File: src/rtl/piece_dispatch.sv
// Piece dispatcher: drives the block queue (shift/swap pulses), waits for the
// queue outputs to settle, then presents the next active piece at the spawn point.
module piece_dispatch #(
    parameter int SETTLE    = 2,
    parameter int SPAWN_X   = 4,
    parameter int MAX_RETRY = 3
) (
    input  logic       clk,
    input  logic       reset,
    input  logic       spawn_req,
    input  logic       hold_req,
    input  logic [2:0] queue_out,
    input  logic [2:0] queue_hold,
    output logic       shift_right,
    output logic       swap,
    output logic       piece_valid,
    output logic [2:0] piece_type,
    output logic [3:0] spawn_x,
    output logic [4:0] spawn_y,
    output logic       hold_used,
    output logic       busy,
    output logic       error
);

    typedef enum logic [2:0] {
        IDLE,
        SHIFT,
        SWAP,
        SETTLE_WAIT,
        LOAD,
        ACTIVE,
        ERR
    } state_t;

    localparam logic [3:0] SETTLE_LAST = 4'(SETTLE - 1);
    localparam logic [3:0] SPAWN_COL   = 4'(SPAWN_X);
    localparam logic [2:0] RETRY_LIMIT = 3'(MAX_RETRY);

    state_t     state;
    logic [3:0] settle_cnt;
    logic [1:0] retry_cnt;
    logic       pending_shift;
    logic [2:0] retry_inc;

    assign retry_inc = {1'b0, retry_cnt} + 3'd1;

    // Spawn row is always the top of the playfield.
    assign spawn_y = '0;

    // NOTE: non-blocking assignments throughout, so every register here samples pre-edge values.
    always_ff @(posedge clk or posedge reset) begin
        if (reset) begin
            state         <= IDLE;
            settle_cnt    <= '0;
            retry_cnt     <= '0;
            pending_shift <= 1'b0;
            shift_right   <= 1'b0;
            swap          <= 1'b0;
            piece_valid   <= 1'b0;
            piece_type    <= '0;
            spawn_x       <= '0;
            hold_used     <= 1'b0;
            busy          <= 1'b0;
            error         <= 1'b0;
        end else begin
            shift_right <= 1'b0;
            swap        <= 1'b0;

            case (state)
                IDLE: begin
                    if (spawn_req) begin
                        state         <= SHIFT;
                        shift_right   <= 1'b1;
                        pending_shift <= 1'b0;
                        busy          <= 1'b1;
                    end
                end

                SHIFT, SWAP: begin
                    state      <= SETTLE_WAIT;
                    settle_cnt <= '0;
                end

                SETTLE_WAIT: begin
                    if (settle_cnt == SETTLE_LAST) begin
                        if (pending_shift) begin
                            // Hold slot was empty: the swap must be followed by a shift.
                            state         <= SHIFT;
                            shift_right   <= 1'b1;
                            pending_shift <= 1'b0;
                        end else begin
                            state <= LOAD;
                        end
                    end else begin
                        settle_cnt <= settle_cnt + 4'd1;
                    end
                end

                LOAD: begin
                    if (queue_out != 3'd0) begin
                        state       <= ACTIVE;
                        piece_type  <= queue_out;
                        retry_cnt   <= '0;
                        piece_valid <= 1'b1;
                        spawn_x     <= SPAWN_COL;
                        busy        <= 1'b0;
                    end else if (retry_inc == RETRY_LIMIT) begin
                        state     <= ERR;
                        retry_cnt <= retry_inc[1:0];
                        error     <= 1'b1;
                    end else begin
                        state         <= SHIFT;
                        retry_cnt     <= retry_inc[1:0];
                        shift_right   <= 1'b1;
                        pending_shift <= 1'b0;
                    end
                end

                ACTIVE: begin
                    // A spawn request takes priority over a simultaneous hold.
                    if (spawn_req) begin
                        state         <= SHIFT;
                        shift_right   <= 1'b1;
                        pending_shift <= 1'b0;
                        hold_used     <= 1'b0;
                        piece_valid   <= 1'b0;
                        spawn_x       <= '0;
                        busy          <= 1'b1;
                    end else if (hold_req && !hold_used) begin
                        state         <= SWAP;
                        swap          <= 1'b1;
                        pending_shift <= (queue_hold == 3'd0);
                        hold_used     <= 1'b1;
                        piece_valid   <= 1'b0;
                        spawn_x       <= '0;
                        busy          <= 1'b1;
                    end
                end

                ERR: begin
                    state <= ERR;
                end

                default: begin
                    state <= IDLE;
                    busy  <= 1'b0;
                end
            endcase
        end
    end

endmodule

File: config.mk
export PLATFORM = sky130hd
export DESIGN_NAME = piece_dispatch
export DESIGN_NICKNAME = d
export VERILOG_FILES = /design/src/rtl/piece_dispatch.sv
export SDC_FILE = /design/constraint.sdc
export NUM_CORES = 1
export LEC_CHECK = 0
export ABC_AREA = 1
export CORE_MARGIN = 3
export CORE_UTILIZATION = 25
export CTS_BUF_LIST = sky130_fd_sc_hd__clkbuf_2
export DETAILED_ROUTE_END_ITERATION = 8
export MAX_ROUTING_LAYER = met4
export PLACE_DENSITY_LB_ADDON = 0.15
export SLEW_MARGIN = 15
export SYNTH_ARGS = -nofsm -noshare
export SYNTH_HDL_FRONTEND = slang
export SYNTH_SLANG_ARGS = --single-unit
File: constraint.sdc
create_clock -name clk -period 1.3 [get_ports clk]
set_input_delay 0.26 -clock clk [delete_from_list [all_inputs] [get_ports clk]]
set_output_delay 0.26 -clock clk [all_outputs]
set_load 0.02 [all_outputs]
==> results.cfg, run 1 <==
[global_route]
grt_max_degree = 20
grt_pass1_vias = 1007
antenna_found_initial = 0
grt.total_usage = 0.112
grt_overflow = 0
grt_pass1_wl_mm = 4.42

[place]
gp_congestion = 0.859
dpl_cell_area_mm2 = 0.00141
hpwl_mm = 1.95
io_buffers = 19
dpl_worst_slack_ns = -0.259

[clock_tree]
clkTransAtPathRegs_ns = 0.20
cts_made_buffers = 3
clock-sinks = 19
cts_buffer_depth = 2
cts_tree = done
cts_root_buf = clkbuf_2
htreeDepth = 1
clk-insertion-delay-late_ns = 0.32

[hold_path]
min_path_type = in -> async

[yosys]
synth_top_area_cell = dfrtp_1
synth_top_area_share = 0.442
synthArstFlopShare = 1.00
synth-edff-count = 0
yosysUniqueCellTypes = 21
seq_area_frac_synth = 0.442
synthFlopType = dfrtp_1
ys_warn_count = 0
synth.area.top_cells = dfrtp_1 44%, nand2_1 15%, buf_4 6.3%, nand3_1 5.6%, inv_1 5.6%
synth_cells = 143
syn_area_mm2 = 0.00107
syn_area_per_cell_um2 = 7.52
ys_seq_elements = 19

[critical_path]
rrSetupSlack_ns = 0.04
cp.arrival_ns = 1.47
rr_endpoint = settle_cnt[2]
critPathLaunchType = flop
critical_path_class = reg -> reg
r2r_start = state[2]
rr_worst_depth = 6
endpoint_kind = flop
worstPathMaxFanout = 5
required_ns = 1.51

[sta]
fmax_ghz = 0.794
whs_ns = 0.231
slew_viol_final = 0
fin_crit_sh = 0.969
finClkSkew_ns = 0.0208
hold_viol = 0
period_minus_slack_ns = 1.26
setup_viol = 0
rsz0062_at_grt = true
setup_ws_ns = 0.0401

[routing]
top_layer = met4
drt_iter0_drc = 31
drc = 0
detail-route-antenna-nets = 0
met3RoutedLength_um = 120
drtPass1Iterations = 5
vias_per_cell = 4.25
dr_wl_met2_mm = 1.28
vias = 1024
wl_mm = 2.58
drt-met1-wl_mm = 1.13
wl_per_cell_um = 10.7

[floorplanning]
core-area_mm2 = 0.00409
start_util = 0.263
die_w_um = 71.6
die-area_mm2 = 0.00512
rows = 23
io_pins = 28
dieHeight_um = 71.6

[power]
powerDensity_mw_per_mm2 = 1980
p_leak_uw = 0.000796
peakVddDrop_mv = 0.547

[finish]
area_growth_pct = 45.9
regArea_um2 = 479
fillers = 459
drive_gt1_frac = 0.361
fin_nets = 205
antennaDiodeCount = 0
multi_input_area_um2 = 596
stdcell_area_mm2 = 0.00157

[outcome]
outcome = finished clean

[flow_run]
maxCapViolCount = 0
-- flip-flops by register name, summed over array words and instances, names as in the netlist --
signal	count
settle_cnt	4
piece_type	3
state	3
retry_cnt	2
busy	1
error	1
hold_used	1
pending_shift	1
shift_right	1
spawn_x	1
swap	1
-- area by class of cell --
class,instances,share of cell area
Tap cell,50,0.0399
Clock buffer,4,0.0128
Timing Repair Buffer,46,0.221
Sequential cell,19,0.306
Inverter,17,0.0407
Multi-Input combinational cell,105,0.380
-- placed cells by master, fill, tap and decap left out --
master           synthesis  final
ha_4                     0      1
inv_2                    1      4
o31ai_1                  1      1
inv_1                   16     13
o22ai_1                  2      1
nand4_1                  1      1
clkdlybuf4s50_1          0      9
nand2_1                 43     35
o21ai_1                  0      3
nand3_4                  0      2
clkbuf_2                 0      8
nand2_4                  0      1
o21ai_0                 10      7
and2_1                   1      1
conb_1                   1      8
o221ai_1                 1      1
buf_4                    9     26
nor2_1                  15     10
buf_2                    0      6
xor2_1                   1      1
nor2_2                   2      3
nand2_2                  0      7
ha_1                     3      2
o22ai_2                  0      1
a21oi_1                  2      2
dfrtp_1                 19     16
nor2_4                   1      5
nor3_1                   1      1
buf_6                    0      1
nand3_2                  1      1
dfrtp_2                  0      3
nand3_1                 12     10
-- through the flow --
step / utilization / power [uW] / std cells / setup TNS, ns
6_report: 0.384 / 3110 / 241 / 0
5_1_grt: 0.384 / 3410 / 241 / -0.366
4_1_cts: 0.371 / 2940 / 236 / -0.0317
3_5_place_dp: 0.346 / 2540 / 227 / -2.02
3_3_place_gp: 0.346 / 2520 / 227 / -1.90
2_1_floorplan: - / 1890 / 150 / 0
-- cell usage after synthesis, drive strengths merged (2+ instances only) --
cell and n:
dfrtp 19, ha 3, inv 17, a21oi 2
nor2 18, buf 9, o22ai 2, nand2 43
nand3 13, o21ai 10
-- cells by family after synthesis --
group | share of synthesized area
and+or+nand+nor | 0.306
adders and majority gates | 0.0349
DFF | 0.442
other | 0.00349
AOI/OAI and AO/OA | 0.0827
xor gates and xnor gates | 0.00815
buffers and inverters | 0.122
-- critical path, cell delays in order, from the launching register on --
cell and delay [ns]:
dfrtp_2 0.50, buf_4 0.17, nor2_4 0.09, buf_4 0.12
nand3_1 0.09, o21ai_1 0.13, a21oi_1 0.05
-- worst max-delay path by stage --
stage	startpoint	end	slack (ns)
floorplan	settle_cnt[1]	pending_shift	0.02
global placement	queue_out[1]	state[1]	-0.26
detailed placement	queue_out[1]	state[1]	-0.26
CTS	spawn_x[2]	spawn_x[2]	-0.03
global route	state[0]	state[1]	-0.08
finish	state[2]	settle_cnt[2]	0.04
-- power breakdown --
part	internal, uW	switching, uW
Sequential	792	163
Combinational	837	1050
Clock	81.5	187
-- routing by layer --
metal  up-vias  track usage
li1        534            -
met1       464        0.133
met2        22        0.190
met3         4       0.0168
met4         0       0.0438
met5         -            -
-- what timing repair did --
action	4_1_cts	5_1_grt
hold endpoints to repair	0	0
resized for setup	37	34
pin swaps	4	9
hold buffers	0	0
buffers inserted	5	5
endpoints found under the setup margin	13	25
Note: power is estimated with default switching activity, not from simulation.
==> run 2: changes to the inputs <==
- CORE_MARGIN: 3 -> default
- DONT_BUFFER_PORTS: default -> 1
==> run 2 against run 1 <==
Compared with the run above: critical path depth is 2 higher; final cell count is 10% lower; non-clock buffer count is 25 lower; design area is 13% lower; total power is 8.2% lower; utilization is 4.7 points lower; clock power is 1% higher; largest power group unchanged; via count is 4.6% lower; hold slack worse by 0.19 ns; sequential power is 15% higher; global-route usage is 1.0 points higher.
==> results.cfg, run 2 (synthesized netlist as in run 1, its figures left out) <==
[clock_tree]
cts_tree = done
clock-sinks = 19
cts_root_buf = clkbuf_2
htreeDepth = 1
clkTransAtPathRegs_ns = 0.22
cts_made_buffers = 3
clk-insertion-delay-late_ns = 0.32
cts_buffer_depth = 2

[finish]
layout_commonest_cell = nand2_1
antennaDiodeCount = 0
stdcell_count = 216
top_register = settle_cnt
fin_nets = 180
drive_gt1_frac = 0.319
fillers = 434
largest_register_ffs = 4
final_core_util = 0.336
mostFrequentLayoutCells = 37 x nand2_1, 19 x buf_4, 16 x dfrtp_1
reg.largest.list = settle_cnt x4, piece_type x3, state x3
area_growth_pct = 27.0

[critical_path]
cp-startpoint = state[1]
cp-endpoint = state[0]
rrSetupSlack_ns = 0.03
r2r_start = state[1]
required_ns = 1.56
critPathLaunchType = flop
rr_endpoint = state[0]
rr_worst_depth = 8
endpoint_kind = flop
worstPathMaxFanout = 5
critical_path_class = reg -> reg
cp.arrival_ns = 1.54

[place]
gp_congestion = 0.845
io_buffers = 0
hpwl_mm = 1.81
placed_cells = 205
dpl_worst_slack_ns = -0.0386

[sta]
setup_viol = 0
whs_ns = 0.0421
fin_tns_setup_ns = 0
hold_viol = 0
rsz0062_at_grt = true
fin_crit_sh = 0.978
finClkSkew_ns = 0.0178
slew_viol_final = 0
fmax_ghz = 0.786
period_minus_slack_ns = 1.27
setup_ws_ns = 0.0284

[floorplanning]
start_util = 0.265
core-area_mm2 = 0.00406
die_w_um = 67.6
rows = 23
io_pins = 28
die-area_mm2 = 0.00457
dieHeight_um = 67.6

[routing]
drc = 0
wl_mm = 2.56
vias_per_cell = 4.52
detail-route-antenna-nets = 0
vias = 977
wl_per_cell_um = 11.9
drt_iter0_drc = 41
drtPass1Iterations = 4

[global_route]
antenna_found_initial = 0
grt.total_usage = 0.122
grt_pass1_vias = 921
grt_overflow = 0
grt_pass1_wl_mm = 4.00
grt_max_degree = 20

[power]
peakVddDrop_mv = 0.548
powerDensity_mw_per_mm2 = 2090
p_leak_uw = 0.000676

[hold_path]
min_path_type = in -> reg

[flow_run]
maxCapViolCount = 0

[outcome]
outcome = finished clean
==> run 2: where the power goes <==
group	switching (uW)	internal, uW
Sequential	309	792
Combinational	836	642
Clock	204	69.7
Total	1350	1500
==> run 2: cell type report <==
class	instances	area, um2	share of cell area
multi-input combinational	105	573	0.420
sequential	19	479	0.351
timing repair buffer	21	164	0.120
inverter	17	66.3	0.0486
tap	50	62.6	0.0458
clock buffer	3	15.0	0.0110
clock inverter	1	5.00	0.00367
==> run 2: stage by stage <==
step                power, uW  cell area (um2)
global placement         2280             1200
global route             3120             1370
finish                   2850             1370
floorplan                1890             1100
detailed placement       2270             1200
CTS                      2600             1250
==> run 2: how the worst min path moves through the flow <==
stage                      start            end  cells after the start
floorplan                  reset           busy                      1
global placement           reset  settle_cnt[2]                      2
detailed placement         reset    shift_right                      2
CTS                 queue_out[1]  piece_type[1]                      2
global route        queue_out[1]  piece_type[1]                      2
finish              queue_out[1]  piece_type[1]                      2
==> run 2: routing by layer <==
| layer | up-vias | track usage | wire length (um) |
|---|---|---|---|
| met4 | 0 | 0.0532 | 32 |
| met1 | 459 | 0.148 | 1190 |
| met5 | - | - | 0 |
| li1 | 487 | - | - |
| met2 | 29 | 0.197 | 1220 |
| met3 | 2 | 0.0220 | 124 |
==> run 2: worst max-delay path: stages (launching register included) <==
cell and delay [ns]:
dfrtp_2 0.50, inv_2 0.09, nand3_2 0.13, buf_4 0.18
inv_1 0.04, nand2_1 0.05, nand4_1 0.10, nand2_1 0.06
nand2_1 0.05
==> run 2: timing repair <==
action / in CTS / in global routing
pin swaps: 0 / 9
endpoints found under the setup margin: 4 / 15
gates resized for setup: 2 / 29
buffers inserted: 1 / 5
hold buffers: 1 / 0
endpoints found under the hold margin: 19 / 0
==> run 3: changes to the inputs <==
--- a/config.mk
+++ b/config.mk
@@ -9,8 +9,9 @@
 export CORE_UTILIZATION = 25
 export CTS_BUF_LIST = sky130_fd_sc_hd__clkbuf_2
+export CTS_CLUSTER_SIZE = 30
 export DETAILED_ROUTE_END_ITERATION = 8
 export DONT_BUFFER_PORTS = 1
 export MAX_ROUTING_LAYER = met4
-export PLACE_DENSITY_LB_ADDON = 0.15
+export PLACE_DENSITY = 0.42
 export SLEW_MARGIN = 15
 export SYNTH_ARGS = -nofsm -noshare
==> constraint.sdc (replaced) <==
create_clock -name clk -period 1.3 [get_ports clk]
set_input_delay 0.26 -clock clk [delete_from_list [all_inputs] [get_ports clk]]
set_output_delay 0.26 -clock clk [all_outputs]
set_load 0.05 [all_outputs]
==> run 3 against run 2 <==
Compared with the run above: first-iteration DRC count decreased by 41%; final cell count increased by 0.93%; non-clock buffer count increased by 2; utilization increased by 1.4 points; total power increased by 16%; critical path type unchanged; critical endpoint is now pending_shift.
==> results.cfg, run 3 (synthesized netlist as in run 1, its figures left out) <==
[critical_path]
rr_worst_depth = 9
crit_top_cell = nand2_1
worstPathMaxFanout = 6
critPathLaunchType = flop
endpoint_kind = flop
path_cells = buf_6 -> nand2_4 -> nor2_4 -> nand2_2 -> nand2_2 -> nor2_4 -> nand2_1 -> nand2_1 -> nand2_1
rr_endpoint = pending_shift
r2r_start = state[0]
critical_path_class = reg -> reg
critPathSlowestCell = dfrtp_2
cp.arrival_ns = 1.53
rrSetupSlack_ns = 0.02
required_ns = 1.55
slowest_delay_ns = 0.51

[power]
intPower_uw = 1600
comb_power_share = 0.545
clkPwrFrac = 0.083
p_sw_uw = 1700
power_uw = 3300
p_leak_uw = 0.000695
peakVddDrop_mv = 0.487
powerDensity_mw_per_mm2 = 2320
p_seq_frac = 0.373
sw_frac_of_total = 0.515

[global_route]
grt.total_usage = 0.109
grt_overflow = 0
grt_max_degree = 20
grt_pass1_wl_mm = 3.64
grt_pass1_vias = 867
antenna_found_initial = 0

[place]
placed_cells = 205
io_buffers = 0
hpwl_mm = 1.84
gp_congestion = 0.834

[sta]
finClkSkew_ns = 0.00907
slew_viol_final = 0
fmax_ghz = 0.782
period_minus_slack_ns = 1.28
rsz0062_at_grt = true
setup_viol = 0
hold_viol = 0
fin_crit_sh = 0.984
whs_ns = 0.0720

[clock_tree]
clkTransAtPathRegs_ns = 0.20
clk-insertion-delay-late_ns = 0.33
cts_tree = done
htreeDepth = 1
cts_root_buf = clkbuf_2
clock-sinks = 19
cts_made_buffers = 3
cts_buffer_depth = 2

[outcome]
outcome = finished clean

[floorplanning]
dieHeight_um = 67.6
die_w_um = 67.6
core-area_mm2 = 0.00406
die-area_mm2 = 0.00457
rows = 23
start_util = 0.265
io_pins = 28

[routing]
drt_iter0_drc = 24
drc = 0
detail-route-antenna-nets = 0
vias = 994
wl_mm = 2.62
drtPass1Iterations = 4
wl_per_cell_um = 12.0
vias_per_cell = 4.56

[finish]
area_growth_pct = 32.2
layout_commonest_cell = nand2_1
reg.largest.list = settle_cnt x4, piece_type x3, state x3
stdcell_count = 218
largest_register_ffs = 4
top_register = settle_cnt
antennaDiodeCount = 0
mostFrequentLayoutCells = 37 x nand2_1, 17 x buf_4, 13 x inv_1
drive_gt1_frac = 0.315
fin_nets = 182
final_core_util = 0.350

[hold_path]
min_from = spawn_req
min_path_type = in -> reg
hold_depth = 2
holdPathEnd = shift_right

[flow_run]
maxCapViolCount = 0
run 3: worst max-delay path by stage:
stage / start / to / slack (ns)
2_1_floorplan: settle_cnt[1] / pending_shift / 0.02
5_1_grt: state[0] / piece_type[2] / -0.07
4_1_cts: settle_cnt[1] / pending_shift / -0.01
6_report: state[0] / pending_shift / 0.02
3_5_place_dp: settle_cnt[1] / pending_shift / -0.05
3_3_place_gp: settle_cnt[1] / pending_shift / -0.04
run 3: final cells by class:
type	instances	area [um2]
well taps	50	62.6
fillers	430	2640
clock buffers	3	15.0
repair buffers	23	200
inverters	17	63.8
clock inverters	1	5.00
flip-flops and latches	19	484
multi-input cells	105	591
run 3: power by group through the flow:
stage / sequential [uW] / clock (uW) / combinational (uW)
floorplan: 1260 / 0 / 917
detailed placement: 1190 / 0 / 1400
global route: 1260 / 305 / 1970
global placement: 1190 / 0 / 1390
CTS: 1190 / 284 / 1480
finish: 1230 / 273 / 1800
run 3: metrics by stage:
step | TNS, ns | setup WS (ns) | area (um2)
finish | 0 | 0.0208 | 1420
global route | -0.352 | -0.0665 | 1420
CTS | -0.0115 | -0.0115 | 1280
detailed placement | -0.0515 | -0.0500 | 1210
global placement | -0.0358 | -0.0358 | 1210
floorplan | 0 | 0.0214 | 1100
run 3: critical path, delay by kind of cell, from the launching register on:
family                 cells  cell delay [ns]
AND/OR/NAND/NOR            8             0.55
flip-flops                 1             0.51
buffers and inverters      1             0.14
run 3: routing by layer:
metal,track usage,part of all wire
met1,0.130,0.43
met3,0.0152,0.049
met4,0.0559,0.020
met2,0.177,0.50
met5,-,0
run 3: what timing repair did:
item | 4_1_cts | 5_1_grt
pin swaps | 3 | 9
hold buffers | 1 | 2
resized for setup | 10 | 27
endpoints found under the hold margin | 19 | 2
setup endpoints to repair | 4 | 20
setup buffers | 1 | 5
